### src/rtl/instruction_fetch.sv
// Purpose : LEGv8 fetch front end; holds the PC, reads instruction memory, presents one word to decode.
// Latency : imemReady -> instrValid in 1 cycle; one instruction per 2 cycles with zero-wait memory.
// Backpressure: request held stable until imemReady; instruction/pc held in HOLD until instrAccept.
//
// Ports:
//   clock, reset                 rising-edge clock, synchronous active-high reset
//   imemReq/imemAddr             word read request to instruction memory (address held until ready)
//   imemReady/imemData           memory response, sampled only while imemReq=1
//   instruction/pc/instrValid    presented instruction and its byte address
//   instrAccept                  decoder consumes the presented instruction
//   branchTaken/branchOffset     redirect for the accepted instruction (offset in words)
//   fetchCount                   accepted-instruction counter, wraps
module instruction_fetch #(
  parameter logic [63:0] PC_RESET    = 64'h0,
  parameter int          COUNT_WIDTH = 32
) (
  input  logic                   clock,
  input  logic                   reset,
  output logic                   imemReq,
  output logic [63:0]            imemAddr,
  input  logic                   imemReady,
  input  logic [31:0]            imemData,
  output logic [31:0]            instruction,
  output logic                   instrValid,
  input  logic                   instrAccept,
  input  logic                   branchTaken,
  input  logic [63:0]            branchOffset,
  output logic [63:0]            pc,
  output logic [COUNT_WIDTH-1:0] fetchCount
);

  // Reset PC is word aligned regardless of how the parameter is given.
  localparam logic [63:0] PC_RESET_ALIGNED = {PC_RESET[63:2], 2'b00};
  localparam logic [COUNT_WIDTH-1:0] CNT_ONE = {{(COUNT_WIDTH-1){1'b0}}, 1'b1};

  typedef enum logic [1:0] {
    IDLE  = 2'd0,
    FETCH = 2'd1,
    HOLD  = 2'd2
  } state_t;

  state_t                 r_state;
  state_t                 w_state_next;
  logic [63:0]            r_fetch_pc;
  logic [31:0]            r_instr;
  logic                   r_valid;
  logic [63:0]            r_pc;
  logic [COUNT_WIDTH-1:0] r_count;
  logic                   w_load_instr;
  logic                   w_accept;
  logic [63:0]            w_next_pc;

  // Next PC derives only from the presented (accepted) instruction's pc.
  // r_pc is always aligned and the offset is shifted by 2, so bits [1:0] stay 0.
  assign w_next_pc = r_pc + (branchTaken ? (branchOffset << 2) : 64'd4);

  always_comb begin
    w_state_next = r_state;
    w_load_instr = 1'b0;
    w_accept     = 1'b0;
    imemReq      = 1'b0;
    case (r_state)
      IDLE: begin
        w_state_next = FETCH;
      end
      FETCH: begin
        imemReq = 1'b1;
        if (imemReady) begin
          w_load_instr = 1'b1;
          w_state_next = HOLD;
        end
      end
      HOLD: begin
        // Branch inputs are only meaningful together with the accept.
        if (instrAccept) begin
          w_accept     = 1'b1;
          w_state_next = FETCH;
        end
      end
      default: begin
        w_state_next = IDLE;
      end
    endcase
  end

  always_ff @(posedge clock) begin
    if (reset) begin
      r_state    <= IDLE;
      r_fetch_pc <= PC_RESET_ALIGNED;
      r_instr    <= 32'h0;
      r_valid    <= 1'b0;
      r_pc       <= PC_RESET_ALIGNED;
      r_count    <= '0;
    end else begin
      r_state <= w_state_next;
      if (w_load_instr) begin
        r_instr <= imemData;
        r_pc    <= r_fetch_pc;
        r_valid <= 1'b1;
      end
      if (w_accept) begin
        r_fetch_pc <= w_next_pc;
        r_valid    <= 1'b0;
        r_count    <= r_count + CNT_ONE;
      end
    end
  end

  assign imemAddr    = r_fetch_pc;
  assign instruction = r_instr;
  assign instrValid  = r_valid;
  assign pc          = r_pc;
  assign fetchCount  = r_count;

endmodule

### config.mk
export PLATFORM = sky130hd
export DESIGN_NAME = instruction_fetch
export DESIGN_NICKNAME = d
export VERILOG_FILES = /design/src/rtl/instruction_fetch.sv
export SDC_FILE = /design/constraint.sdc
export NUM_CORES = 1
export LEC_CHECK = 0
export BUFFER_PORTS_ARGS = -buffer_cell sky130_fd_sc_hd__buf_2
export CAP_MARGIN = 0
export CORE_ASPECT_RATIO = 0.6
export CORE_MARGIN = 2
export CORE_UTILIZATION = 58
export CTS_CLUSTER_DIAMETER = 200
export DETAILED_ROUTE_END_ITERATION = 12
export PLACE_DENSITY = 0.87
export SLEW_MARGIN = 20
export SYNTH_ARGS = -nofsm -noshare
export SYNTH_HDL_FRONTEND = slang
export SYNTH_SLANG_ARGS = --single-unit
### constraint.sdc
create_clock -name clock -period 6.9 [get_ports clock]
set_input_delay 1.035 -clock clock [delete_from_list [all_inputs] [get_ports clock]]
set_output_delay 1.035 -clock clock [all_outputs]
set_load 0.05 [all_outputs]
# Word level (Yosys, flattened, before mapping)
# Index checks and enable logic that the tools add are counted.
# classes
n_addsub	2
n_eq_ne	4
mux	9
reduce_logical	3
# ops
cell	n
$add 64x64->64	1
$mux 64	1
$add 32x1->32 const B	1
$pmux 2 s3	1
$mux 1	5
$mux 2	2
$ne 2x2->1 const B	2
$eq 2x1->1 const B	1
$eq 2x2->1 const B	1
$logic_not 2->1	1
$reduce_and 2->1	1
$reduce_or 2->1	1
# word_totals
register_bits	195
input_bits	101
output_inout_bits	194
word_cells	24

# Longest topological paths before layout
# depth
word_depth	3
mapped_depth	14
ltp_nobuf	13

# Worst setup path after synthesis
# Ideal clock, no wire load.
# synth_path
kind	input -> register
startpoint	input branchTaken
endpoint	register r_fetch_pc[63], in the netlist imemAddr[63]
setup_time_ns	0.074
arrival_time_ns	3.642
required_time_ns	6.826
setup_slack_ns	3.184
stages	13
path_buffers	2
cell_sequence	clkbuf_1 and2_1 ha_1 buf_6 a21o_1 a211o_1 a2111oi_4 o21ai_2 or2_4 a21oi_4 o21ai_2 a2111o_1 a31oi_1
# synth_between
elab_chain_cells	2
# synth_rtl
item	line	source
start, declared	26	input logic branchTaken,
$mux 64	55	assign w_next_pc = r_pc + (branchTaken ? (branchOffset << 2) : 64'd4);
$add 64x64->64	55	
end signal, assigned	102	r_fetch_pc <= w_next_pc;
end, declared	44	logic [63:0] r_fetch_pc;
# No other way between the ends.
# A chain may end at the register's enable or synchronous reset.

# Final worst setup path
# layout_path
startpoint	input branchTaken
endpoint	register r_fetch_pc[58], in the netlist imemAddr[58]
# The elaborated chain is that of the path after synthesis.

==> flow_summary.ini <==
[outcome]
status = complete, no violations

[global_routing]
antenna_found_initial = 2
grtUsageTotal = 0.346
grt_remaining_overflow = 0
grt_pass1_wl_mm = 56.5
grt_pass1_vias = 10648
grt_max_degree = 122

[timing]
fin_crit_ns = 4.66
max_freq_mhz = 214
max_slew.worst_pin.slew_ns = 0.990
timing.hold.ws_ns = 0.452
min_period_over_period = 0.676
slew_headroom = 0.338
rsz0062_at_grt = no
setup_viol = 0
finalHoldViolCount = 0
final.setup.tns_ns = 0
maxSlewViolCount = 0
fin_skew_ns = 0.00976

[floorplanning]
num_io_pins = 295
core_area_um2 = 19000
rows = 39
die_h_um = 112
die_x_um = 184
start_util = 0.591
dieArea_um2 = 20600

[clock_network]
cts_root_buf = clkbuf_16
clk_pin_slew_worst_paths_ns = 0.08
cts_buffers = 17
cts_tree = done
htreeDepth = 4
clkSinkCount = 195
clk_latency_ns = 0.44
postCtsHoldBufs = 0
cts_buffer_depth = 2
cts_resized = 0
post_cts_buffers = 0

[power]
comb_power_share = 0.111
clock_power_share = 0.430
sw_frac_of_total = 0.280
powerDensity_nw_per_um2 = 189
p_leak_nw = 5.97
intPower_mw = 1.81
switchingPower_mw = 0.702
irDropWorstVdd_uv = 267
p_seq_frac = 0.458

[route]
drt_wl_total_mm = 36.3
ant_nets = 0
wl_per_cell_um = 18.4
drc_errors = 0
dr.pass1.iters = 6
via_per_inst = 6.01
num_vias = 11843
drtIter0Drc = 1250

[synth]
yosys_warnings = 0
synth_edf_count = 0
ys_seq_elements = 195
async_flop_share = 0
post-synth-top-count-cell = nand2_1
synth.top_cell.area_share = 0.347
synth_common_cells = nand2_1, a21oi_1, dfxtp_1
syn_inst = 1497
yosys-top-cells-area = dfxtp_1, nand2_1, a21oi_1, ha_1, and2_1
yosysTopAreaCell = dfxtp_1
synth-main-ff-cell = dfxtp_1
syn-num-nets = 1661
ys_seq_area_frac = 0.347
ys_types = 77
synth_area_per_cell_um2 = 7.52
syn_area_um2 = 11300

[worst_setup_path]
cp_max_fo = 62
end_kind = register
crit_required_ns = 7.24
arrival_ns = 5.00
crit_family = compound AO/OA/AOI/OAI gates
crit_top_cell = and2_1
critPathLaunchType = input port
critPathKind = in -> reg
path_cells = buf_2, and2_1, ha_1, and2_1, a221oi_1, a21o_1, nand2_1, a21oi_1, o2111ai_1, nand3_1, a211oi_1, a221o_1
cp_num_buf_inv = 1
slowest_delay_ns = 0.73
cp_slowest_cell = buf_2

[place]
routabilityCongestion = 1.03
placedInstanceArea_um2 = 12600
dp_cells = 1936
portBuffers = 292
dp_hpwl_mm = 26.3

[worst_hold_path]
hold_class = reg -> reg

[layout]
nets = 1874
finalInstanceArea_um2 = 13300
nFillCells = 1609
drive_gt1_frac = 0.203
synthToLayoutAreaGrowth_pct = 18.0
fin_cells = 1970

[flow_run]
cap_viol_max_count = 0
## cell type report
cell class,count,area [um^2],share of cell area
inverter,18,67.6,0.00509
timing repair buffer,297,1530,0.115
sequential,195,3900,0.294
tap,246,308,0.0232
clock buffer,17,425,0.0320
multi-input combinational,1181,6830,0.515
clock inverter,15,213,0.0160
antenna,1,2.50,0.000188
## cell families (layout without fill, tap and decap cells)
kind of cell | count (synthesis) | count (layout) | share of synthesized area
simple gates | 639 | 639 | 0.259
compound gates | 416 | 416 | 0.227
flops | 195 | 195 | 0.347
buf+inv | 121 | 347 | 0.0473
fa+ha+maj | 63 | 63 | 0.0707
xor+xnor | 63 | 63 | 0.0490
other cells | 0 | 1 | 0
## state kept, by name, summed over array words and instances (netlist names)
| register | count |
|---|---|
| imemAddr | 64 |
| r_state | 2 |
| instrValid | 1 |
| instruction | 32 |
| fetchCount | 32 |
| pc | 64 |
## through the flow
step / total power [mW] / util / setup WS [ns]
finish: 2.51 / 0.698 / 2.24
global route: 2.59 / 0.698 / 2.07
floorplan: 1.37 / - / 3.18
detailed placement: 1.45 / 0.663 / 1.91
CTS: 2.51 / 0.696 / 2.40
global placement: 1.44 / 0.663 / 2.01
## layer usage
| metal | wire length (um) | GRT usage | part of all wire |
|---|---|---|---|
| met1 | 16000 | 0.485 | 0.44 |
| met2 | 15200 | 0.503 | 0.42 |
| met3 | 4360 | 0.118 | 0.12 |
| met4 | 735 | 0.101 | 0.020 |
| met5 | 13 | 0 | 0.00036 |
## final timing paths
check,startpoint,endpoint,slack [ns],depth (start not counted)
worst max register to register,pc[6],imemAddr[58],3.34,10
worst min-delay path,instruction[5],instruction[5],0.45,2
worst max-delay path,branchTaken,imemAddr[58],2.24,12
worst min register to register,instruction[5],instruction[5],0.45,2
## power by group through the flow
stage	Combinational [mW]	Clock [mW]	Sequential (mW)
finish	0.280	1.08	1.15
floorplan	0.141	0	1.23
CTS	0.274	1.09	1.15
global route	0.300	1.14	1.15
detailed placement	0.272	0	1.18
global placement	0.269	0	1.18
## tightest hold or removal path, stage by stage, from the launching register on
cell     delay, ns
dfxtp_1       0.31
nand2_1       0.05
a21oi_1       0.05
## layout by cell type (no fill, tap or decap), drive strengths merged, types with 24 or more instances in the layout
cell type	instances
nand2	351
nand4	27
dfxtp	195
a21oi	219
and2	64
xor2	37
a21o	43
ha	62
o21ai	54
buf	297
nand3	34
inv	24
nor2	82
xnor2	26
Note: power is estimated with default switching activity, not from simulation.
